[src/rtl/mem_port_arbiter_pkg.sv]
// Shared types and constants for the memory port arbiter: FSM states, owner
// codes, grant vector bit positions and the RAM base address.
package mem_port_arbiter_pkg;

  localparam logic [63:0] PC_START = 64'h0000_0000_8000_0000;

  typedef enum logic [1:0] {
    ARB_IDLE  = 2'd0,
    ARB_ISSUE = 2'd1,
    ARB_WAIT  = 2'd2,
    ARB_RESP  = 2'd3
  } arb_state_e;

  typedef enum logic {
    ARB_OWN_IF = 1'b0,
    ARB_OWN_D  = 1'b1
  } arb_own_e;

  localparam int unsigned ARB_GNT_IF = 0;
  localparam int unsigned ARB_GNT_D  = 1;
  localparam int unsigned ARB_CNT_W  = 3;

endpackage

[src/rtl/mem_port_arbiter_arb_pick.sv]
// Combinational winner select between fetch and data requests.
// MEM_ARB_RR_EN selects round-robin; otherwise data has fixed priority.
module arb_pick
  import mem_port_arbiter_pkg::*;
(
  input  logic       if_req_i,
  input  logic       d_req_i,
`ifdef MEM_ARB_RR_EN
  input  logic       last_if_i,
`endif
  output logic [1:0] gnt_o
);

  always_comb begin
    gnt_o = '0;
`ifdef MEM_ARB_RR_EN
    if (if_req_i && d_req_i) begin
      // Conflict goes to whichever side was not granted last.
      if (last_if_i) gnt_o[ARB_GNT_D]  = 1'b1;
      else           gnt_o[ARB_GNT_IF] = 1'b1;
    end else if (d_req_i) begin
      gnt_o[ARB_GNT_D] = 1'b1;
    end else if (if_req_i) begin
      gnt_o[ARB_GNT_IF] = 1'b1;
    end
`else
    if (d_req_i)       gnt_o[ARB_GNT_D]  = 1'b1;
    else if (if_req_i) gnt_o[ARB_GNT_IF] = 1'b1;
`endif
  end

endmodule

[src/rtl/mem_port_arbiter.sv]
// Shares the single RAM helper port between fetch and data access, one
// transaction at a time. Define MEM_ARB_RR_EN for round-robin arbitration.
module mem_port_arbiter #(
  parameter int unsigned DATA_W  = 64,
  parameter int unsigned RAM_LAT = 1
) (
  input  logic              clk,
  input  logic              rst,
  input  logic              if_req,
  input  logic [DATA_W-1:0] if_addr,
  output logic              if_gnt,
  output logic              if_rvalid,
  output logic [DATA_W-1:0] if_rdata,
  input  logic              d_req,
  input  logic              d_we,
  input  logic [DATA_W-1:0] d_addr,
  input  logic [DATA_W-1:0] d_wdata,
  input  logic [DATA_W-1:0] d_wmask,
  output logic              d_gnt,
  output logic              d_rvalid,
  output logic [DATA_W-1:0] d_rdata,
  output logic              ram_en,
  output logic [DATA_W-1:0] ram_ridx,
  output logic              ram_wen,
  output logic [DATA_W-1:0] ram_widx,
  output logic [DATA_W-1:0] ram_wdata,
  output logic [DATA_W-1:0] ram_wmask,
  input  logic [DATA_W-1:0] ram_rdata
);
  import mem_port_arbiter_pkg::*;

  arb_state_e            state_q, state_d;
  logic [ARB_CNT_W-1:0]  cnt_q, cnt_d;
  logic [1:0]            pick;
  logic                  gnt_if, gnt_d, any_gnt;
  arb_own_e              own_q;
  logic                  we_q;
  logic [DATA_W-1:0]     idx_q, wdata_q, wmask_q, if_rdata_q, d_rdata_q;

`ifdef MEM_ARB_RR_EN
  logic last_if_q;

  always_ff @(posedge clk or posedge rst) begin
    if (rst)          last_if_q <= 1'b1;
    else if (any_gnt) last_if_q <= gnt_if;
  end
`endif

  arb_pick u_pick (
    .if_req_i  (if_req),
    .d_req_i   (d_req),
`ifdef MEM_ARB_RR_EN
    .last_if_i (last_if_q),
`endif
    .gnt_o     (pick)
  );

  assign gnt_if  = pick[ARB_GNT_IF] & (state_q == ARB_IDLE) & ~rst;
  assign gnt_d   = pick[ARB_GNT_D]  & (state_q == ARB_IDLE) & ~rst;
  assign any_gnt = gnt_if | gnt_d;

  always_ff @(posedge clk or posedge rst) begin
    if (rst) begin
      state_q <= ARB_IDLE;
      cnt_q   <= '0;
    end else begin
      state_q <= state_d;
      cnt_q   <= cnt_d;
    end
  end

  always_comb begin
    state_d = state_q;
    cnt_d   = cnt_q;
    case (state_q)
      ARB_IDLE:  if (any_gnt) state_d = ARB_ISSUE;
      ARB_ISSUE: begin
        if (RAM_LAT == 1) begin
          state_d = ARB_RESP;
        end else begin
          state_d = ARB_WAIT;
          cnt_d   = ARB_CNT_W'(RAM_LAT - 2);
        end
      end
      ARB_WAIT: begin
        if (cnt_q == '0) state_d = ARB_RESP;
        else             cnt_d   = cnt_q - ARB_CNT_W'(1);
      end
      default:   state_d = ARB_IDLE;
    endcase
  end

  always_comb begin
    if_gnt    = gnt_if;
    d_gnt     = gnt_d;
    ram_en    = 1'b0;
    ram_wen   = 1'b0;
    if_rvalid = 1'b0;
    d_rvalid  = 1'b0;
    case (state_q)
      ARB_ISSUE: begin
        ram_en  = ~we_q;
        ram_wen = we_q;
      end
      ARB_RESP: begin
        if_rvalid = (own_q == ARB_OWN_IF);
        d_rvalid  = (own_q == ARB_OWN_D);
      end
      default: ;
    endcase
  end

  // The word index is computed at grant time so the RAM ports hold it afterwards.
  always_ff @(posedge clk or posedge rst) begin
    if (rst) begin
      own_q      <= ARB_OWN_IF;
      we_q       <= 1'b0;
      idx_q      <= '0;
      wdata_q    <= '0;
      wmask_q    <= '0;
      if_rdata_q <= '0;
      d_rdata_q  <= '0;
    end else begin
      if (any_gnt) begin
        own_q <= gnt_d ? ARB_OWN_D : ARB_OWN_IF;
        we_q  <= gnt_d & d_we;
        idx_q <= ((gnt_d ? d_addr : if_addr) - DATA_W'(PC_START)) >> 3;
        if (gnt_d) begin
          wdata_q <= d_wdata;
          wmask_q <= d_wmask;
        end
      end
      if (state_d == ARB_RESP) begin
        if (own_q == ARB_OWN_IF) if_rdata_q <= ram_rdata;
        else                     d_rdata_q  <= we_q ? '0 : ram_rdata;
      end
    end
  end

  assign ram_ridx  = idx_q;
  assign ram_widx  = idx_q;
  assign ram_wdata = wdata_q;
  assign ram_wmask = wmask_q;
  assign if_rdata  = if_rdata_q;
  assign d_rdata   = d_rdata_q;

endmodule

[config.mk]
export PLATFORM = sky130hd
export DESIGN_NAME = mem_port_arbiter
export DESIGN_NICKNAME = d
export VERILOG_FILES = /design/src/rtl/mem_port_arbiter_pkg.sv /design/src/rtl/mem_port_arbiter_arb_pick.sv /design/src/rtl/mem_port_arbiter.sv
export SDC_FILE = /design/constraint.sdc
export NUM_CORES = 1
export LEC_CHECK = 0
export CORE_AREA = 2 2 278 280
export CTS_CLUSTER_SIZE = 24
export DETAILED_ROUTE_END_ITERATION = 7
export DIE_AREA = 0 0 280 282
export DONT_BUFFER_PORTS = 1
export PLACE_DENSITY_LB_ADDON = 0.12
export SLEW_MARGIN = 10
export SYNTH_ARGS = -nofsm -noshare
export SYNTH_HDL_FRONTEND = slang
export SYNTH_SLANG_ARGS = --single-unit
[constraint.sdc]
create_clock -name clk -period 15.4 [get_ports clk]
set_input_delay 4.62 -clock clk [delete_from_list [all_inputs] [get_ports clk]]
set_output_delay 4.62 -clock clk [all_outputs]
set_load 0.01 [all_outputs]
==> flow_summary.json, run 1 <==
{
  "crit_slowest_cell": "buf_4",
  "grt_max_degree": 157,
  "coreArea_um2": 75700,
  "critPathRequiredTime_ps": 10780,
  "fillers": 8290,
  "drtPass1Iterations": 5,
  "synth_common_cells": "nand2_1 (548), dfrtp_1 (324), o21ai_0 (94)",
  "r2r-start": "state_q[0]$_DFF_PP0_",
  "cts_buffers": 43,
  "grt_usage": 0.132,
  "arrival_ps": 5210,
  "insertion_delay_ps": 570,
  "yosysMostFrequentCell": "nand2_1",
  "grt_pass1_wl_mm": 77.9,
  "gp_congestion": 0.814,
  "setup_viol": 0,
  "dieArea_um2": 79000,
  "clock_sinks": 324,
  "synth_area_leaders": "dfrtp_1 (55%), nand2_1 (14%), mux2_2 (5.0%)",
  "cts_root_buf": "clkbuf_16",
  "syn2layout_area_growth_pct": 13.8,
  "synth_edf_count": 0,
  "yosysTopAreaCell": "dfrtp_1",
  "synthFlopType": "dfrtp_1",
  "synth_cells": 1544,
  "cts-resized-gates": 0,
  "drc": 0,
  "leakagePower_nw": 7.63,
  "criticalPathCategory": "input pin to output port",
  "nets": 1792,
  "finalSetupTns_ps": 0,
  "r2r_slack_ps": 11010,
  "h-tree-depth": 2,
  "num_io_pins": 715,
  "synth_area_per_cell_um2": 9.47,
  "seqCellArea_um2": 8110,
  "power.density_nw_per_um2": 224,
  "hold_slack_ps": 482,
  "finalClockSkew_ps": 34.5,
  "cts_hold_buf": 0,
  "max_freq_mhz": 102,
  "clk_pin_slew_worst_paths_ps": 60,
  "cts_tree": "done",
  "cp_cell_sequence": "nand3b_1 -> nor2_1 -> buf_4",
  "yosysTopAreaCellShare": 0.555,
  "whs_path_depth": 1,
  "ys_seq_area_frac": 0.555,
  "min_period_ps": 9830,
  "tightest_slew_ps": 1090,
  "vias": 10400,
  "drtIter0Drc": 440,
  "cap_violations": 0,
  "worst_setup_path_end_kind": "output port",
  "initial_core_util": 0.193,
  "overflow": 0,
  "post_cts_buffers": 0,
  "min_path_type": "register to register",
  "max_stage_delay_ps": 260,
  "wl_per_cell_um": 21.8,
  "grt_setup_unrepaired": "false",
  "min_to": "cnt_q[0]$_DFFE_PP0P_",
  "first_global_vias": 11200,
  "crit_fanout": 9,
  "slew_violations": 0,
  "start_kind": "input pin",
  "yosysWarnings": 0,
  "die_h_um": 282,
  "antenna_found_initial": 2,
  "path_delay_family": "simple AND/OR/NAND/NOR gates",
  "synthArstFlopShare": 1.00,
  "timing.slew.headroom": 0.273,
  "hold_viol": 0,
  "reg2reg_depth": 11,
  "rows": 101,
  "drive_above_1_share": 0.111,
  "multi_input_area_um2": 5670,
  "die_x_um": 280,
  "hold_path_startpoint": "cnt_q[0]$_DFFE_PP0P_",
  "wl_mm": 53.9,
  "clockBufferDepth": 3,
  "ir_drop_v": 0.0000842,
  "r2r-end": "ram_ridx[59]$_DFFE_PP0N_",
  "status": "finished clean",
  "ant_nets": 0,
  "finalCritPeriodShare": 0.638,
  "via_per_inst": 4.21,
  "total_power_mw": 3.72,
  "ys_types": 53,
  "syn-cell-area_um2": 14600,
  "ys_seq_elements": 324,
  "path_buf_inv": 1,
  "numPortBuffers": 0,
  "dp_hpwl_mm": 39.4
}
[where the power goes]
| part | internal (mW) | total (mW) | switching, mW |
|---|---|---|---|
| combinational | 0.337 | 0.790 | 0.453 |
| sequential | 1.26 | 1.91 | 0.649 |
| clock | 0.623 | 1.02 | 0.397 |
[logic make-up (layout without fill, tap and decap cells)]
| family | after synthesis | after routing | share of synthesized area |
|---|---|---|---|
| and+or+nand+nor | 758 | 758 | 0.222 |
| DFF | 324 | 324 | 0.555 |
| AOI/OAI and AO/OA | 166 | 166 | 0.0678 |
| buffers and inverters | 162 | 102 | 0.0607 |
| muxes | 87 | 87 | 0.0651 |
| xor gates and xnor gates | 38 | 38 | 0.0228 |
| adders and majority gates | 8 | 8 | 0.00685 |
| other | 1 | 9 | 0.000256 |
[area by class of cell]
type | count | area share
Timing Repair Buffer | 17 | 0.00843
Tap cell | 978 | 0.0736
Clock buffer | 64 | 0.0743
Sequential cell | 324 | 0.488
Clock inverter | 11 | 0.0119
Multi-Input combinational cell | 1063 | 0.341
Antenna cell | 3 | 0.000451
Inverter | 10 | 0.00301
[cell usage in the layout (no fill, tap or decap), drive strengths merged, types with 6 or more instances in the layout]
cell type and count:
nand2 548, dfrtp 324, o21ai 97, nand2b 67
mux2 65, clkbuf 64, nor2 50, nor3 31
a31oi 29, mux2i 22, xnor2 21, xor2 17
buf 17, or3 11, a21oi 10, nand3 10
inv 10, nor4 9, ha 8, or4 8
nand4 6, conb 6, clkinv 6
[how the worst max path moves through the flow]
stage | start | endpoint | slack [ps] | depth (start not counted)
after CTS | rst | if_gnt | 5500 | 3
after detailed placement | rst | if_gnt | 5510 | 3
after global placement | rst | if_gnt | 5540 | 3
final | rst | if_gnt | 5570 | 3
after floorplan | rst | cnt_q[0]$_DFFE_PP0P_ | 1800 | 1
after global routing | rst | if_gnt | 5460 | 3
[per-layer routing]
metal  part of all wire  up-vias  GRT usage
li1                   -     4819          -
met1               0.36     5014      0.143
met2               0.50      481      0.231
met3              0.095       94     0.0502
met4              0.039        0     0.0559
met5                  0        -          0
[worst reg2reg max path, stage by stage, from the launching register on]
cell and delay, ps:
dfrtp_1 430, inv_1 90, ha_1 300, nand3b_1 230, buf_4 370, buf_4 580, buf_4 950, mux2i_1 360
a21boi_0 470, nand3_1 180, xnor2_1 170, o21ai_0 80
[metrics by stage]
stage / instances / cell area [µm²] / setup WS (ps) / utilization
final: 2470 / 16600 / 5570 / 0.220
after global routing: 2468 / 16600 / 5460 / 0.220
after CTS: 2467 / 16600 / 5500 / 0.220
after detailed placement: 2392 / 15200 / 5510 / 0.201
after global placement: 2392 / 15200 / 5540 / 0.201
after floorplan: 1549 / 14600 / 1800 / -
[flip-flops by register name, summed over array words and instances, names as in the netlist]
signal,flops
d_rdata,64
if_rdata,64
ram_wdata,64
ram_wmask,64
ram_ridx,61
cnt_q,3
state_q,2
own_q,1
we_q,1
No activity file was read; power rests on OpenSTA's default activity.
==> run 2: changes to the inputs <==
- clock period: 15.4 -> 9.15 ns (I/O delays scaled with it)
==> run 2 against run 1 <==
  * Wire length fell by 1.1%
  * Utilization shrank 0.10 points
  * Critical path type unchanged
  * Critical path depth down 1
  * First-iteration DRC count up 15%
  * Flip-flop and latch count stayed put
  * Register-to-register slack worse by 6200 ps
  * Sequential share of layout area is 0.23 points higher
  * Clock-buffer cell count down 5
  * Clock power increased by 59%
==> flow_summary.json, run 2 (same netlist as run 1, synthesis figures left out) <==
{
  "r2r-start": "state_q[0]$_DFF_PP0_",
  "numPortBuffers": 0,
  "max_freq_mhz": 163,
  "grt_pass1_wl_mm": 76.4,
  "wl_per_cell_um": 21.6,
  "start_kind": "input pin",
  "cap_violations": 0,
  "cp_cell_sequence": "nand3b_1 -> inv_6",
  "max_stage_delay_ps": 370,
  "overflow": 0,
  "cts_buffers": 42,
  "grt_usage": 0.129,
  "p_comb_frac": 0.215,
  "dp_hpwl_mm": 38.8,
  "cts_root_buf": "clkbuf_16",
  "cts_tree": "done",
  "reg2reg_depth": 10,
  "slew_violations": 0,
  "tightest_slew_ps": 1030,
  "min_path_type": "register to register",
  "first_global_vias": 10900,
  "p_sw_mw": 2.50,
  "layout_commonest_cell": "nand2_1",
  "power_frac_clock": 0.264,
  "status": "finished clean",
  "r2r-end": "ram_ridx[49]$_DFFE_PP0N_",
  "ant_nets": 0,
  "gp_congestion": 0.801,
  "hold_viol": 0,
  "initial_core_util": 0.193,
  "ir_drop_v": 0.000150,
  "via_per_inst": 4.23,
  "path_delay_family": "buffers and inverters",
  "cts_hold_buf": 0,
  "worst_setup_path_end_kind": "output port",
  "drc": 0,
  "finalSetupTns_ps": 0,
  "seqPwrFrac": 0.520,
  "antenna_found_initial": 3,
  "die_h_um": 282,
  "post_cts_buffers": 0,
  "drtPass1Iterations": 5,
  "crit_fanout": 29,
  "wl_mm": 53.3,
  "setup_viol": 0,
  "hold_slack_ps": 474,
  "vias": 10400,
  "criticalPathCategory": "input pin to output port",
  "h-tree-depth": 2,
  "clk_pin_slew_worst_paths_ps": 60,
  "utilization": 0.219,
  "drtIter0Drc": 505,
  "clockBufferDepth": 3,
  "num_io_pins": 715,
  "crit_slowest_cell": "inv_6",
  "clock_sinks": 324,
  "arrival_ps": 3380,
  "hold_path_startpoint": "cnt_q[0]$_DFFE_PP0P_",
  "cts-resized-gates": 0,
  "internal_power_mw": 3.65,
  "grt_max_degree": 143,
  "finalClockSkew_ps": 19.1,
  "coreArea_um2": 75700,
  "dieArea_um2": 79000,
  "timing.slew.headroom": 0.312,
  "grt_setup_unrepaired": "false",
  "insertion_delay_ps": 570,
  "whs_path_depth": 1,
  "min_period_ps": 6120,
  "r2r_slack_ps": 4840,
  "finalCritPeriodShare": 0.669,
  "nets": 1791,
  "switching_share": 0.407,
  "final_cell_mix": "nand2_1 (548), dfrtp_1 (323), o21ai_0 (94)",
  "power.density_nw_per_um2": 371,
  "min_to": "cnt_q[0]$_DFFE_PP0P_",
  "die_x_um": 280,
  "leakagePower_nw": 7.59,
  "drive_above_1_share": 0.112,
  "syn2layout_area_growth_pct": 13.2,
  "rows": 101,
  "critPathRequiredTime_ps": 6410,
  "path_buf_inv": 1
}
==> run 2: changes by cell type in the layout (fill, tap and decap cells not counted), sizes merged <==
cell and delta:
clkinvlp +2, inv -1, clkinv +4, bufinv -2
clkbuf -5
==> run 2: power by group through the flow <==
stage	clock [mW]	combinational (mW)	sequential (mW)
2_1_floorplan	0	1.35	2.83
3_3_place_gp	0	1.33	3.27
3_5_place_dp	0	1.37	3.25
4_1_cts	1.70	1.37	3.24
5_1_grt	1.76	1.55	3.30
6_report	1.62	1.32	3.20
==> run 2: layer usage <==
layer | global-route usage | vias up | wire length (µm)
li1 | - | 4800 | -
met1 | 0.141 | 5069 | 19100
met2 | 0.228 | 489 | 27400
met3 | 0.0461 | 89 | 4860
met4 | 0.0542 | 0 | 1910
met5 | 0 | - | 0
==> run 2: how the worst max path moves through the flow <==
stage          start  slack (ps)                        to  cells past startpoint
2_1_floorplan    rst         170  ram_ridx[34]$_DFFE_PP0N_                      7
3_3_place_gp     rst        2930  ram_ridx[49]$_DFFE_PP0N_                      8
3_5_place_dp     rst        2890  ram_ridx[49]$_DFFE_PP0N_                      8
4_1_cts          rst        3010                     d_gnt                      2
5_1_grt          rst        2980                     d_gnt                      2
6_report         rst        3030                     d_gnt                      2
==> run 2: layout make-up <==
cell class	instances	area (µm²)
Clock buffer	59	1170
Tap cell	978	1220
Inverter	10	46.3
Multi-Input combinational cell	1063	5670
Clock inverter	14	173
Antenna cell	3	7.51
Timing Repair Buffer	17	153
Fill cell	8276	59100
Sequential cell	324	8110
==> run 2: through the flow <==
step	setup WS, ps	power [mW]	cell area, µm²	cells
floorplan	171	4.17	14600	1549
global placement	2930	4.60	15200	2392
detailed placement	2890	4.62	15200	2392
CTS	3010	6.30	16500	2465
global route	2980	6.61	16600	2468
finish	3030	6.15	16600	2468
